$ cat config.mk
export PLATFORM = sky130hd
export DESIGN_NAME = gen_sp_ram
export DESIGN_NICKNAME = d
export VERILOG_FILES = /design/src/rtl/gen_sp_ram.sv
export SDC_FILE = /design/constraint.sdc
export NUM_CORES = 1
export LEC_CHECK = 0
export ABC_AREA = 1
export CAP_MARGIN = 25
export CORE_MARGIN = 2
export CORE_UTILIZATION = 63
export CTS_BUF_LIST = sky130_fd_sc_hd__clkbuf_16
export CTS_CLUSTER_DIAMETER = 40
export DETAILED_ROUTE_END_ITERATION = 12
export PLACE_DENSITY_LB_ADDON = 0.25
export SKIP_CTS_REPAIR_TIMING = 1
export SYNTH_ARGS = -nofsm -noshare
export SYNTH_HDL_FRONTEND = slang
export SYNTH_SLANG_ARGS = --single-unit
$ cat constraint.sdc
create_clock -name clk -period 11.7 [get_ports clk]
set_clock_uncertainty 0.2 [all_clocks]
set_input_delay 3.51 -clock clk [delete_from_list [all_inputs] [get_ports clk]]
set_output_delay 3.51 -clock clk [all_outputs]
set_load 0.02 [all_outputs]
$ cat src/rtl/gen_sp_ram.sv
// gen_sp_ram: single-port synchronous RAM with configurable read pipeline, write-port read mode and built-in clear sequencer
module gen_sp_ram #(
  parameter int DATA_W = 6,
  parameter int ADDR_W = 8,
  parameter int READ_MODE = 0,
  parameter int WRITE_MODE = 0,
  parameter int CLEAR_ON_RESET = 1,
  parameter logic [DATA_W-1:0] CLEAR_VAL = '0
) (
  input  logic              clk,
  input  logic              reset,
  input  logic              ce,
  input  logic              oce,
  input  logic              wre,
  input  logic [ADDR_W-1:0] ad,
  input  logic [DATA_W-1:0] din,
  input  logic              clr,
  output logic              busy,
  output logic [DATA_W-1:0] dout
);
  localparam int DEPTH = 1 << ADDR_W;
  typedef enum logic {RUN, CLEAR} state_t;
  state_t state, state_d;
  logic [ADDR_W-1:0] cnt, wa;
  logic [DATA_W-1:0] mem [DEPTH];
  logic [DATA_W-1:0] s1, s2, rd_data, wd;
  logic clearing, we;
  assign clearing = state == CLEAR;
  assign busy = clearing;
  assign we = !reset && (clearing || (ce && wre));
  assign wa = clearing ? cnt : ad;
  assign wd = clearing ? CLEAR_VAL : din;
  assign rd_data = mem[ad];
  assign dout = READ_MODE == 1 ? s2 : s1;
  always_comb begin
    state_d = clearing ? (cnt == '1 ? RUN : CLEAR) : (clr ? CLEAR : RUN);
  end
  always_ff @(posedge clk) begin
    if (reset) begin
      state <= CLEAR_ON_RESET != 0 ? CLEAR : RUN;
      cnt <= '0;
    end else begin
      state <= state_d;
      if (clearing) cnt <= cnt + 1'b1;
    end
  end
  always_ff @(posedge clk) begin
    if (we) mem[wa] <= wd;
  end
  // stage-1 samples the array before this edge's write lands
  always_ff @(posedge clk) begin
    if (reset) s1 <= '0;
    else if (!clearing && ce)
      s1 <= !wre ? rd_data : WRITE_MODE == 1 ? din : WRITE_MODE == 2 ? rd_data : s1;
  end
  always_ff @(posedge clk) begin
    if (reset) s2 <= '0;
    else if (oce) s2 <= s1;
  end
endmodule

# Word-level counts from Yosys, hierarchy flattened

Memory sizes are Yosys's and may differ from the RTL's. A register that Yosys moved wholly into a read port is not among the register bits.
Cells that the tools add are included.

Register bits after elaboration: 9
Bits in writable memories: 1536
Input bits: 20
Output and inout bits: 7
Word-level logic and storage cells: 20
Memories: 1

Memory list:

| memory | depth | width | read ports | clocked after memory_dff | wr ports | RTL line | text |
|---|---|---|---|---|---|---|---|
| mem    | 256   | 6     | 1          | 1                        | 1        | 25       | `logic [DATA_W-1:0] mem [DEPTH];` |

Add/sub/neg operators: 1
Equal/unequal tests: 1
Mux-type cells: 7
Bitwise gates (word level): 1
Reduce and logical (&&, ||, !) cells: 7

Operators with widths:

| kind                                                           | number |
|---|---|
| 8-bit by 1-bit adder with 8-bit output (second input constant) | 1 |
| 8-bit equality test (second input constant)                    | 1 |
| 8-bit two-way mux                                              | 1 |
| 6-bit two-way mux                                              | 1 |
| 1-bit two-way mux                                              | 5 |
| 1-bit logical AND                                              | 3 |
| 1-bit zero test                                                | 2 |
| 2-bit AND reduction                                            | 1 |
| 1-bit logical OR                                               | 1 |
| 1-bit inverter                                                 | 1 |

# Longest topological paths before layout

Depth in word-level cells: 5
Gate-level depth with buffers: 17
Gate-level depth less buffers: 13

# Least setup slack after synthesis

No wires, ideal clock.

Kind: input-to-reg
Start: in din[0]
End: mem mem[0][0], data pin
Arrival: 9.487 ns
Required time: 10.094 ns
Slack: 0.607 ns
Cell stages on the path: 2
Cell sequence: inv_1 nor2_1

Cells in the longest elaborated chain, start to end: 1

RTL lines:

| item               | RTL line | text |
|---|---|---|
| start: declaration | 16       | `input logic [DATA_W-1:0] din,` |
| 6-bit two-way mux  | 32       | `assign wd = clearing ? CLEAR_VAL : din;` |
| net wd[0]          | 26       | `logic [DATA_W-1:0] s1, s2, rd_data, wd;` |
| end: declaration   | 25       |  |

The timed path passes the listed nets, and every way through them passes these cells.

# Worst setup path after layout

Start: in ad[3]
End: mem mem[123][2] (enable)

Cells in the longest elaborated chain, start to end: 1

RTL lines:

| item               | RTL line | text |
|---|---|---|
| start: declaration | 15       | `input logic [ADDR_W-1:0] ad,` |
| 8-bit two-way mux  | 31       | `assign wa = clearing ? cnt : ad;` |

No other way between the ends.

==> impl_metrics.ini <==
[run_status]
status = finished clean

[yosys]
synth_top_area_cell = edfxtp_1
ys_types = 26
ys_seq_elements = 1551
yosys-top-cells-area = edfxtp_1 72%, nand3_1 12%, nand2_1 9.6%
yosys_warnings = 0
async_flop_share_pct = 0
synth_top_cell_area_share_pct = 72.0
syn-num-nets = 5492
synth-seq-area-share_pct = 72.5
synth-edff-count = 1536
synth_ff_type = edfxtp_1
netlist_instances = 5471
mappedNetlistArea_um2 = 64000
avgSynthCellArea_um2 = 11.7

[global_route]
track_usage_pct = 30.5
antenna_found_initial = 3
grt_pass1_vias = 40500
grt_pass1_wl_mm = 237
globalRouteOverflowTotal = 0
grt_max_degree = 249

[die]
die_w_um = 323
coreArea_um2 = 100000
num_io_pins = 27
die_area_um2 = 104000
initial_core_util_pct = 63.7
row_count = 116
fp.dieH_um = 323

[detailed_routing]
drcViolationCount = 0
wl_per_cell_um = 22.9
vias = 42000
drt_wl_total_mm = 157
drt_iter0_markers = 5761
ant_nets = 0
firstDrtPassIters = 6
vias_per_cell = 6.14

[setup_path]
crit_buf_inv = 5
critical_path.max_fanout = 67
crit_chain = buf_4 -> clkinv_2 -> o21ai_0 -> inv_1 -> nor2_1 -> inv_1 -> nor2_1 -> nand2_1 -> buf_4 -> nor2_1
setup.worst_path.start_class = input pin
worstPathRequired_ns = 11.89
cp_slowest_cell = clkinv_2
cp-end-kind = flop
critPathTopFamily = buffers and inverters
crit_path_max_incr_delay_ns = 0.97
critPathMostFrequentCell = nor2_1
crit_type = input pin to flop
arrival_ns = 7.93

[cts]
cts_root_buffer = clkbuf_16
cts_tree = yes
cts_buffer_depth = 3
cts_buffers = 168
clk_latency_ns = 0.76
clkTransAtPathRegs_ns = 0.06
numClockSinks = 1551
htree_levels = 4

[sta]
finalSetupTns_ns = 0
relSlewSlack_pct = 22.6
worst_slew_pin_slew_ns = 1.16
min_period_ns = 7.74
rsz0062_at_grt = false
fmax_mhz = 129
report.final.slew_viol_count = 0
fin_crit_sh_pct = 66.2
setup_viol = 0
hold_viol = 0

[final_layout]
drive_gt1_share_pct = 7.26
area_growth_pct = 9.14
fin_area_um2 = 69900
diodes = 0
fin_nets = 5371

[placed_design]
placed_area_um2 = 64400
gp_congestion = 0.886
hpwl_mm = 84.3
port_buffers = 25

[power]
peakVddDrop_v = 0.000193
powerDensity_nw_per_um2 = 168
p_leak_nw = 24.7

[hold_path]
hp-class = flop to flop

[run]
drv_cap = 0
through the flow:
stage / std cells / utilization (%) / hold WS, ns / total power [W] / worst slack [ns]
final: 6840 / 69.6 / 0.285 / 0.0117 / 3.96
after global routing: 6840 / 69.6 / 0.312 / 0.0120 / 3.92
after CTS: 6838 / 69.5 / 0.283 / 0.0117 / 4.20
after detailed placement: 6535 / 64.1 / 0.283 / 0.00666 / 3.40
after global placement: 6535 / 64.1 / 0.270 / 0.00665 / 3.51
after floorplan: 5471 / - / 0.257 / 0.00652 / 0.607
power breakdown:
group	leakage (nW)	switching [W]	total, W	internal [W]
sequential	14.4	0.00000159	0.00602	0.00602
combinational	7.63	0.000401	0.000545	0.000144
clock	2.75	0.00218	0.00516	0.00298
layout by cell type (no fill, tap or decap), types with 12 or more instances in the layout:
cell                n
inv_1              73
nand3_1          1510
edfxtp_1         1536
nor2_2             50
dfxtp_1            15
nand2_1          1634
clkinv_4           12
buf_4              48
bufinv_16          12
clkinvlp_4         13
clkinv_1           16
clkdlybuf4s50_1    20
inv_6              17
clkinv_2           30
nor2_1            254
clkbuf_16         173
synthesized netlist by cell type (9+ instances only):
cell,n
nor2_2,50
inv_1,52
dfxtp_1,15
buf_2,223
o21ai_0,9
clkbuf_1,65
buf_6,64
nand2_1,1637
buf_1,13
nand3_1,1510
nor2_1,260
edfxtp_1,1536
metal layers:
layer  up-vias  global-route usage, %  routed length [um]
li1      19100                      -                   -
met1     20000                   42.1               59300
met2      2499                   47.3               72900
met3       394                   7.29               18700
met4         4                   12.3                6000
met5         -                      0                  20
worst paths after layout:
| path | start | to | slack (ns) | cells after the start |
|---|---|---|---|---|
| max | ad[3] | mem[123][2] | 3.96 | 10 |
| min | cnt[6] | cnt[7] | 0.29 | 2 |
| max reg2reg | busy | mem[123][2] | 7.67 | 6 |
| min reg2reg | cnt[6] | cnt[7] | 0.29 | 2 |
state kept, by name (all words and copies together), names as in the netlist:
signal  count
busy        1
cnt         8
dout        6
mem      1536
worst reg2reg max path, stage by stage, from the launching register on:
cell and delay (ns):
dfxtp_1 0.33, buf_4 0.36, inv_2 0.18, a21oi_2 0.77, nand2_1 0.82, buf_4 0.49
nor2_1 0.50
logic make-up after synthesis:
family / share of synthesized area (%)
AOI/OAI and AO/OA: 0.174
adders and majority gates: 0.0195
buffers and inverters: 3.80
DFF: 72.5
and+or+nand+nor: 23.5
area by class of cell:
type                       instances  area [um^2]
clock buffer                     173         4330
clock inverter                   130         1130
fill                            6896        30600
inverter                          60          255
multi-input combinational       3487        15200
sequential                      1551        46400
tap                             1357         1700
timing repair buffer              82          822
No activity file was read; power rests on OpenSTA's default activity.
